**config.mk**
```make
export PLATFORM = sky130hd
export DESIGN_NAME = spi_reg_slave
export DESIGN_NICKNAME = d
export VERILOG_FILES = /design/src/rtl/spi_reg_pkg.sv /design/src/rtl/spi_in_sync.sv /design/src/rtl/spi_reg_slave.sv
export SDC_FILE = /design/constraint.sdc
export NUM_CORES = 1
export LEC_CHECK = 0
export ABC_AREA = 1
export BUFFER_PORTS_ARGS = -buffer_cell sky130_fd_sc_hd__buf_2
export CORE_ASPECT_RATIO = 1.1
export CORE_UTILIZATION = 49
export DETAILED_ROUTE_END_ITERATION = 12
export PLACE_DENSITY = 0.8
export SLEW_MARGIN = 40
export SYNTH_ARGS = -nofsm -noshare
export SYNTH_HDL_FRONTEND = slang
export SYNTH_SLANG_ARGS = --single-unit
```
**constraint.sdc**
```tcl
create_clock -name clk_12mhz -period 1.5 [get_ports clk_12mhz]
set_input_delay 0.225 -clock clk_12mhz [delete_from_list [all_inputs] [get_ports clk_12mhz]]
set_output_delay 0.225 -clock clk_12mhz [all_outputs]
set_load 0.01 [all_outputs]
```
**src/rtl/spi_reg_pkg.sv**
```systemverilog
// Shared types and constants for the SPI register-access slave.
package spi_reg_pkg;

    localparam int unsigned SPI_BYTE_W     = 8;
    localparam int unsigned SPI_FRAME_BITS = 16;
    localparam int unsigned SPI_RW_BIT     = 7;

    // Frame decoder states; StWaitCs is the reset state, so a frame already
    // in flight at reset is skipped.
    typedef enum logic [2:0] {
        StIdle,
        StCmd,
        StData,
        StTail,
        StWaitCs
    } spi_state_e;

endpackage

```
**src/rtl/spi_in_sync.sv**
```systemverilog
// Multi-flop synchronizer for one asynchronous SPI pin, plus registered
// rise/fall detection. The level output is aligned with the edge pulses, so a
// consumer sees the settled value of the pin in the same cycle as the edge.
module spi_in_sync #(
    parameter int unsigned STAGES = 2
) (
    input  logic clk,
    input  logic rst,
    input  logic din,
    output logic level,
    output logic rise,
    output logic fall
);

    logic [STAGES-1:0] sync_q;
    logic              level_q;
    logic              rise_q;
    logic              fall_q;

    // Synchronizer chain, then one more flop to compare against for edges.
    always_ff @(posedge clk or negedge rst) begin
        if (!rst) begin
            sync_q  <= '0;
            level_q <= 1'b0;
            rise_q  <= 1'b0;
            fall_q  <= 1'b0;
        end else begin
            sync_q  <= {sync_q[STAGES-2:0], din};
            level_q <= sync_q[STAGES-1];
            rise_q  <= sync_q[STAGES-1] & ~level_q;
            fall_q  <= ~sync_q[STAGES-1] & level_q;
        end
    end

    assign level = level_q;
    assign rise  = rise_q;
    assign fall  = fall_q;

endmodule

```
**src/rtl/spi_reg_slave.sv**
```systemverilog
// SPI mode-0 register-access slave. It oversamples the SPI pins with the
// system clock, decodes two-byte frames {rw, addr} + data and issues one write
// strobe or one read request per complete frame.
// Optional feature: define SPI_READBACK_EN to honour the rw bit and return
// read data on spi_miso; without it every complete frame is a write.
module spi_reg_slave
    import spi_reg_pkg::*;
#(
    parameter int unsigned SYNC_STAGES = 2,
    parameter int unsigned ADDR_W      = 7
) (
    input  logic              clk_12mhz,
    input  logic              rst,
    input  logic              spi_clk,
    input  logic              spi_mosi,
    input  logic              spi_cs,
    output logic              spi_miso,
    output logic              wr_stb,
    output logic [ADDR_W-1:0] wr_addr,
    output logic [7:0]        wr_data,
    output logic              rd_stb,
    output logic [ADDR_W-1:0] rd_addr,
    input  logic [7:0]        rd_data,
    output logic              frame_err
);

    localparam logic [4:0] CNT_CMD_LAST   = 5'(SPI_BYTE_W - 1);
    localparam logic [4:0] CNT_FRAME_LAST = 5'(SPI_FRAME_BITS - 1);
    localparam logic [4:0] CNT_FULL       = 5'(SPI_FRAME_BITS);

    logic sclk_lvl, sclk_rise, sclk_fall;
    logic mosi_lvl, mosi_rise, mosi_fall;
    logic cs_lvl, cs_rise, cs_fall;

    spi_in_sync #(.STAGES(SYNC_STAGES)) u_sync_sclk (
        .clk   (clk_12mhz),
        .rst   (rst),
        .din   (spi_clk),
        .level (sclk_lvl),
        .rise  (sclk_rise),
        .fall  (sclk_fall)
    );

    spi_in_sync #(.STAGES(SYNC_STAGES)) u_sync_mosi (
        .clk   (clk_12mhz),
        .rst   (rst),
        .din   (spi_mosi),
        .level (mosi_lvl),
        .rise  (mosi_rise),
        .fall  (mosi_fall)
    );

    spi_in_sync #(.STAGES(SYNC_STAGES)) u_sync_cs (
        .clk   (clk_12mhz),
        .rst   (rst),
        .din   (spi_cs),
        .level (cs_lvl),
        .rise  (cs_rise),
        .fall  (cs_fall)
    );

    logic unused_sync;
    assign unused_sync = ^{sclk_lvl, mosi_rise, mosi_fall};

    spi_state_e            state_q, state_d;
    logic [4:0]            cnt_q;
    logic [SPI_BYTE_W-1:0] rx_q;
    logic [SPI_BYTE_W-1:0] cmd_q;
    logic                  overrun_q;
    logic                  wr_stb_q, frame_err_q;
    logic [ADDR_W-1:0]     wr_addr_q;
    logic [7:0]            wr_data_q;
    logic                  wr_stb_d, rd_stb_d, frame_err_d;

    logic                  in_frame;
    logic                  cmd_done;
    logic                  frame_done;
    logic [SPI_BYTE_W-1:0] shift_in;
    logic                  is_read;
    logic                  cmd_is_read;

    assign in_frame   = (state_q == StCmd) || (state_q == StData);
    assign cmd_done   = (state_q == StCmd) && sclk_rise && (cnt_q == CNT_CMD_LAST);
    assign frame_done = (state_q == StData) && sclk_rise && (cnt_q == CNT_FRAME_LAST);
    // Byte as it will look once the current MOSI bit is shifted in.
    assign shift_in   = {rx_q[SPI_BYTE_W-2:0], mosi_lvl};

    // FSM state register.
    always_ff @(posedge clk_12mhz or negedge rst) begin
        if (!rst) begin
            state_q <= StWaitCs;
        end else begin
            state_q <= state_d;
        end
    end

    // FSM next-state logic; a CS rise aborts any state, an SCK rise in the
    // same cycle has already been accounted for by frame_done.
    always_comb begin
        state_d = state_q;
        case (state_q)
            StWaitCs: if (cs_lvl) state_d = StIdle;
            StIdle:   if (cs_fall) state_d = StCmd;
            StCmd: begin
                if (cs_rise)       state_d = StIdle;
                else if (cmd_done) state_d = StData;
            end
            StData: begin
                if (cs_rise)         state_d = StIdle;
                else if (frame_done) state_d = StTail;
            end
            StTail:   if (cs_rise) state_d = StIdle;
            default:  state_d = StWaitCs;
        endcase
    end

    // FSM outputs: strobe and error requests, registered below.
    always_comb begin
        wr_stb_d    = 1'b0;
        rd_stb_d    = 1'b0;
        frame_err_d = 1'b0;
        case (state_q)
            StCmd: begin
                rd_stb_d    = cmd_done && cmd_is_read && !cs_rise;
                frame_err_d = cs_rise;
            end
            StData: begin
                wr_stb_d    = frame_done && !is_read;
                frame_err_d = cs_rise && !frame_done;
            end
            StTail: begin
                frame_err_d = cs_rise && (overrun_q || sclk_rise);
            end
            default: ;
        endcase
    end

    // Bit counter, receive shift register, command byte and overrun flag.
    always_ff @(posedge clk_12mhz or negedge rst) begin
        if (!rst) begin
            cnt_q     <= '0;
            rx_q      <= '0;
            cmd_q     <= '0;
            overrun_q <= 1'b0;
        end else if ((state_q == StIdle) && cs_fall) begin
            cnt_q     <= '0;
            rx_q      <= '0;
            cmd_q     <= '0;
            overrun_q <= 1'b0;
        end else begin
            if (in_frame && sclk_rise) begin
                rx_q <= shift_in;
                if (cnt_q < CNT_FULL) cnt_q <= cnt_q + 5'd1;
            end
            if (cmd_done) cmd_q <= shift_in;
            if ((state_q == StTail) && sclk_rise) overrun_q <= 1'b1;
        end
    end

    // Registered write port and error pulse.
    always_ff @(posedge clk_12mhz or negedge rst) begin
        if (!rst) begin
            wr_stb_q    <= 1'b0;
            frame_err_q <= 1'b0;
            wr_addr_q   <= '0;
            wr_data_q   <= '0;
        end else begin
            wr_stb_q    <= wr_stb_d;
            frame_err_q <= frame_err_d;
            if (wr_stb_d) begin
                wr_addr_q <= cmd_q[ADDR_W-1:0];
                wr_data_q <= shift_in;
            end
        end
    end

    assign wr_stb    = wr_stb_q;
    assign wr_addr   = wr_addr_q;
    assign wr_data   = wr_data_q;
    assign frame_err = frame_err_q;

`ifdef SPI_READBACK_EN
    logic                  rd_stb_q;
    logic                  load_tx_q;
    logic [ADDR_W-1:0]     rd_addr_q;
    logic [SPI_BYTE_W-1:0] tx_q;
    logic                  miso_q;
    logic                  tx_shift;

    assign is_read     = cmd_q[SPI_RW_BIT];
    assign cmd_is_read = shift_in[SPI_RW_BIT];
    assign tx_shift    = (state_q == StData) && is_read && sclk_fall;

    // Read request; rd_addr stays put until the next read request.
    always_ff @(posedge clk_12mhz or negedge rst) begin
        if (!rst) begin
            rd_stb_q  <= 1'b0;
            load_tx_q <= 1'b0;
            rd_addr_q <= '0;
        end else begin
            rd_stb_q  <= rd_stb_d;
            load_tx_q <= rd_stb_d;
            if (rd_stb_d) rd_addr_q <= shift_in[ADDR_W-1:0];
        end
    end

    // TX shift register: rd_data captured one cycle after rd_stb, shifted
    // out MSB first on each SCK fall of the data byte.
    always_ff @(posedge clk_12mhz or negedge rst) begin
        if (!rst) begin
            tx_q   <= '0;
            miso_q <= 1'b0;
        end else begin
            if (load_tx_q) begin
                tx_q <= rd_data;
            end else if (tx_shift) begin
                tx_q <= {tx_q[SPI_BYTE_W-2:0], 1'b0};
            end
            if ((state_q == StIdle) || (state_q == StWaitCs)) begin
                miso_q <= 1'b0;
            end else if (tx_shift) begin
                miso_q <= tx_q[SPI_BYTE_W-1];
            end
        end
    end

    // Gate with the raw pin so MISO drops as soon as CS is released.
    assign spi_miso = miso_q & ~spi_cs;
    assign rd_stb   = rd_stb_q;
    assign rd_addr  = rd_addr_q;
`else
    logic unused_cfg;

    assign is_read     = 1'b0;
    assign cmd_is_read = 1'b0;
    assign spi_miso    = 1'b0;
    assign rd_stb      = 1'b0;
    assign rd_addr     = '0;
    assign unused_cfg  = ^{rd_data, rd_stb_d, cmd_q[SPI_RW_BIT]};
`endif

endmodule

```
==> results.toml <==
[critical_path]
path_class = "flop to flop"
cp-startpoint = "cnt_q[0]"
worstPathRequired_ns = 1.70
rr_startpoint = "cnt_q[0]"
critPathCaptureType = "flop"
cp_max_fo = 5
cp-start-kind = "flop"
crit_arrival_ns = 1.69

[yosys]
ys.warnings.count = 0
syn_area_um2 = 2200
syn_avg_cell_area_um2 = 9.51
seq_area_frac_synth = 0.593
syn-instance-count = 231
synth_edf_count = 0
yosys_register_bits = 52
synth.distinct_cells = 26
async_flop_share = 1.00
synth_ff_type = "dfrtp_1"

[die]
die_x_um = 65.8
rows = 25
num_io_pins = 39
dieArea_um2 = 4760
initial_core_util = 0.513
core_area_um2 = 4290
die_y_um = 72.2

[run_status]
outcome = "complete, no violations"

[detailed_routing]
dr.pass1.iters = 4
drtIter0Drc = 76
wl_per_cell_um = 11.6
num_vias = 1568
avgViaCountPerCell = 4.87
drtAntennaViolNets = 0
drt_wl_total_um = 3740
drc = 0

[clocking]
worst_skew_pair.late_latency_ns = 0.31
cts_sinks = 52
cts_tree = "yes"
cts_max_path_buffers = 2
clk_pin_slew_worst_paths_ns = 0.09
cts_buffers = 5
cts-root-buf = "clkbuf_8"
cts_max_level = 2

[finish]
n_fill_cell = 356
nets = 282
diodes = 0
final_cell_mix = "79 x nand2_1, 51 x dfrtp_1, 21 x buf_2, 13 x nor2_1, 13 x o21ai_1"
area_delta_synth_final_pct = 15.8
final_core_util = 0.594
drive_above_1_share = 0.250
stdcell_area_um2 = 2540
final_cells = 322
final_common_cell = "nand2_1"

[timing]
period_share = 0.992
fin_skew_ns = 0.00813
rsz0062_at_grt = "yes"
fin_crit_ns = 1.49
fin_ws_ns = 0.0120
slew_viol_final = 0
fmax_mhz = 672
report.final.hold_viol_count = 0
setup_violations = 0

[global_route]
grt_pass1_vias = 1533
grt_pass1_wl_um = 6450
grt_antenna_before_repair = 0
grt_overflow = 0
grt_usage = 0.182
grt_max_degree = 40

[power]
leakage_nw = 1.35
p_per_area_nw_per_um2 = 1400
comb_power_share = 0.265
clock_power_share = 0.263
power.share.sequential = 0.472
p_sw_w = 0.00114
p_int_w = 0.00242
ir_worst_vdd_mv = 0.744
total_power_w = 0.00356
switching_share = 0.320

[placed_design]
dpl.hpwl_um = 2590
portBuffers = 21
place_ws_ns = -0.0143
routabilityCongestion = 0.812
dp_cells = 309
placed_cell_area_um2 = 2370

[hold_path]
hp-class = "input port to flop"
hp-start = "spi_mosi"

[run]
maxCapViolations = 0
worst paths after layout:
path / to / slack (ns) / cells past startpoint
max: state_q[1] / 0.01 / 9
min: u_sync_mosi.sync_q[0] / 0.02 / 1
max reg2reg: state_q[1] / 0.01 / 9
min reg2reg: u_sync_mosi.sync_q[1] / 0.35 / 0
max in group asynchronous: state_q[2] / 0.59 / 3
min in group asynchronous: wr_stb / 0.33 / 2
critical path, cell delays in order, from the launching register on:
cell,delay (ns)
dfrtp_1,0.37
ha_2,0.19
nand2_2,0.05
nor2_2,0.11
ha_2,0.20
nand4_4,0.12
nand2_2,0.13
nand3_2,0.08
nand2_1,0.07
nand2_1,0.05
synthesized netlist by cell type, types with 3 or more instances:
| cell | number | share of area |
|---|---|---|
| o21ai_0 | 6 | 0.014 |
| buf_4 | 10 | 0.034 |
| dfrtp_1 | 51 | 0.58 |
| nand2_4 | 3 | 0.015 |
| nor2_1 | 14 | 0.024 |
| inv_2 | 3 | 0.0051 |
| a21oi_1 | 3 | 0.0068 |
| nand3_1 | 12 | 0.027 |
| nand2_2 | 3 | 0.0085 |
| nand2_1 | 81 | 0.14 |
| inv_1 | 12 | 0.020 |
| o21ai_1 | 12 | 0.027 |
| o21ai_2 | 4 | 0.016 |
| buf_6 | 3 | 0.015 |
per-stage QoR:
stage | hold WS (ns) | setup TNS, ns
floorplan | -0.0706 | 0
global placement | 0.134 | 0
detailed placement | 0.139 | -0.0143
CTS | 0.00859 | 0
global route | 0.00688 | -0.775
finish | 0.0193 | 0
cell type report:
cell class | instances | area (µm²) | share of cell area
clock buffers | 5 | 68.8 | 0.0270
clock inverters | 3 | 42.5 | 0.0167
inverters | 15 | 58.8 | 0.0231
multi-input cells | 158 | 779 | 0.306
flip-flops and latches | 52 | 1300 | 0.512
well taps | 54 | 67.6 | 0.0265
repair buffers | 35 | 225 | 0.0885
power by group through the flow:
stage / Clock (W) / Sequential [W] / Combinational [W]
2_1_floorplan: 0 / 0.00169 / 0.000630
3_3_place_gp: 0 / 0.00169 / 0.000836
3_5_place_dp: 0 / 0.00170 / 0.000867
4_1_cts: 0.000968 / 0.00167 / 0.000873
5_1_grt: 0.00102 / 0.00170 / 0.00108
6_report: 0.000937 / 0.00168 / 0.000942
sequential cells by signal, indices dropped and copies added (netlist names), 2 cells and up:
register / count
cmd_q: 7
u_sync_sclk.sync_q: 2
u_sync_mosi.sync_q: 2
wr_addr: 7
u_sync_cs.sync_q: 2
cnt_q: 5
rx_q: 7
wr_data: 8
state_q: 3
routing by layer:
layer  track usage  wire (µm)  vias to the layer above
li1              -          -                      784
met5             0          0                        -
met3        0.0440        155                       14
met1         0.206       1570                      730
met4         0.116        129                        0
met2         0.305       1890                       40
logic make-up (layout without fill, tap and decap cells):
logic type | count (synthesis) | after routing | share of synthesized area
other cells | 1 | 9 | 0.00171
fa+ha+maj | 2 | 2 | 0.0114
simple gates | 121 | 121 | 0.249
flops | 52 | 52 | 0.593
xor+xnor | 1 | 1 | 0.00399
compound gates | 25 | 25 | 0.0638
buf+inv | 29 | 58 | 0.0774
repair_timing:
item / in CTS / in global routing
cloned: 0 / 0
pin swaps: 0 / 5
setup buffers: 0 / 4
hold buffers: 1 / 0
setup endpoints to repair: 3 / 21
hold endpoints to repair: 13 / 0
gates resized for setup: 2 / 7
Power figures use the tool's default switching activity.
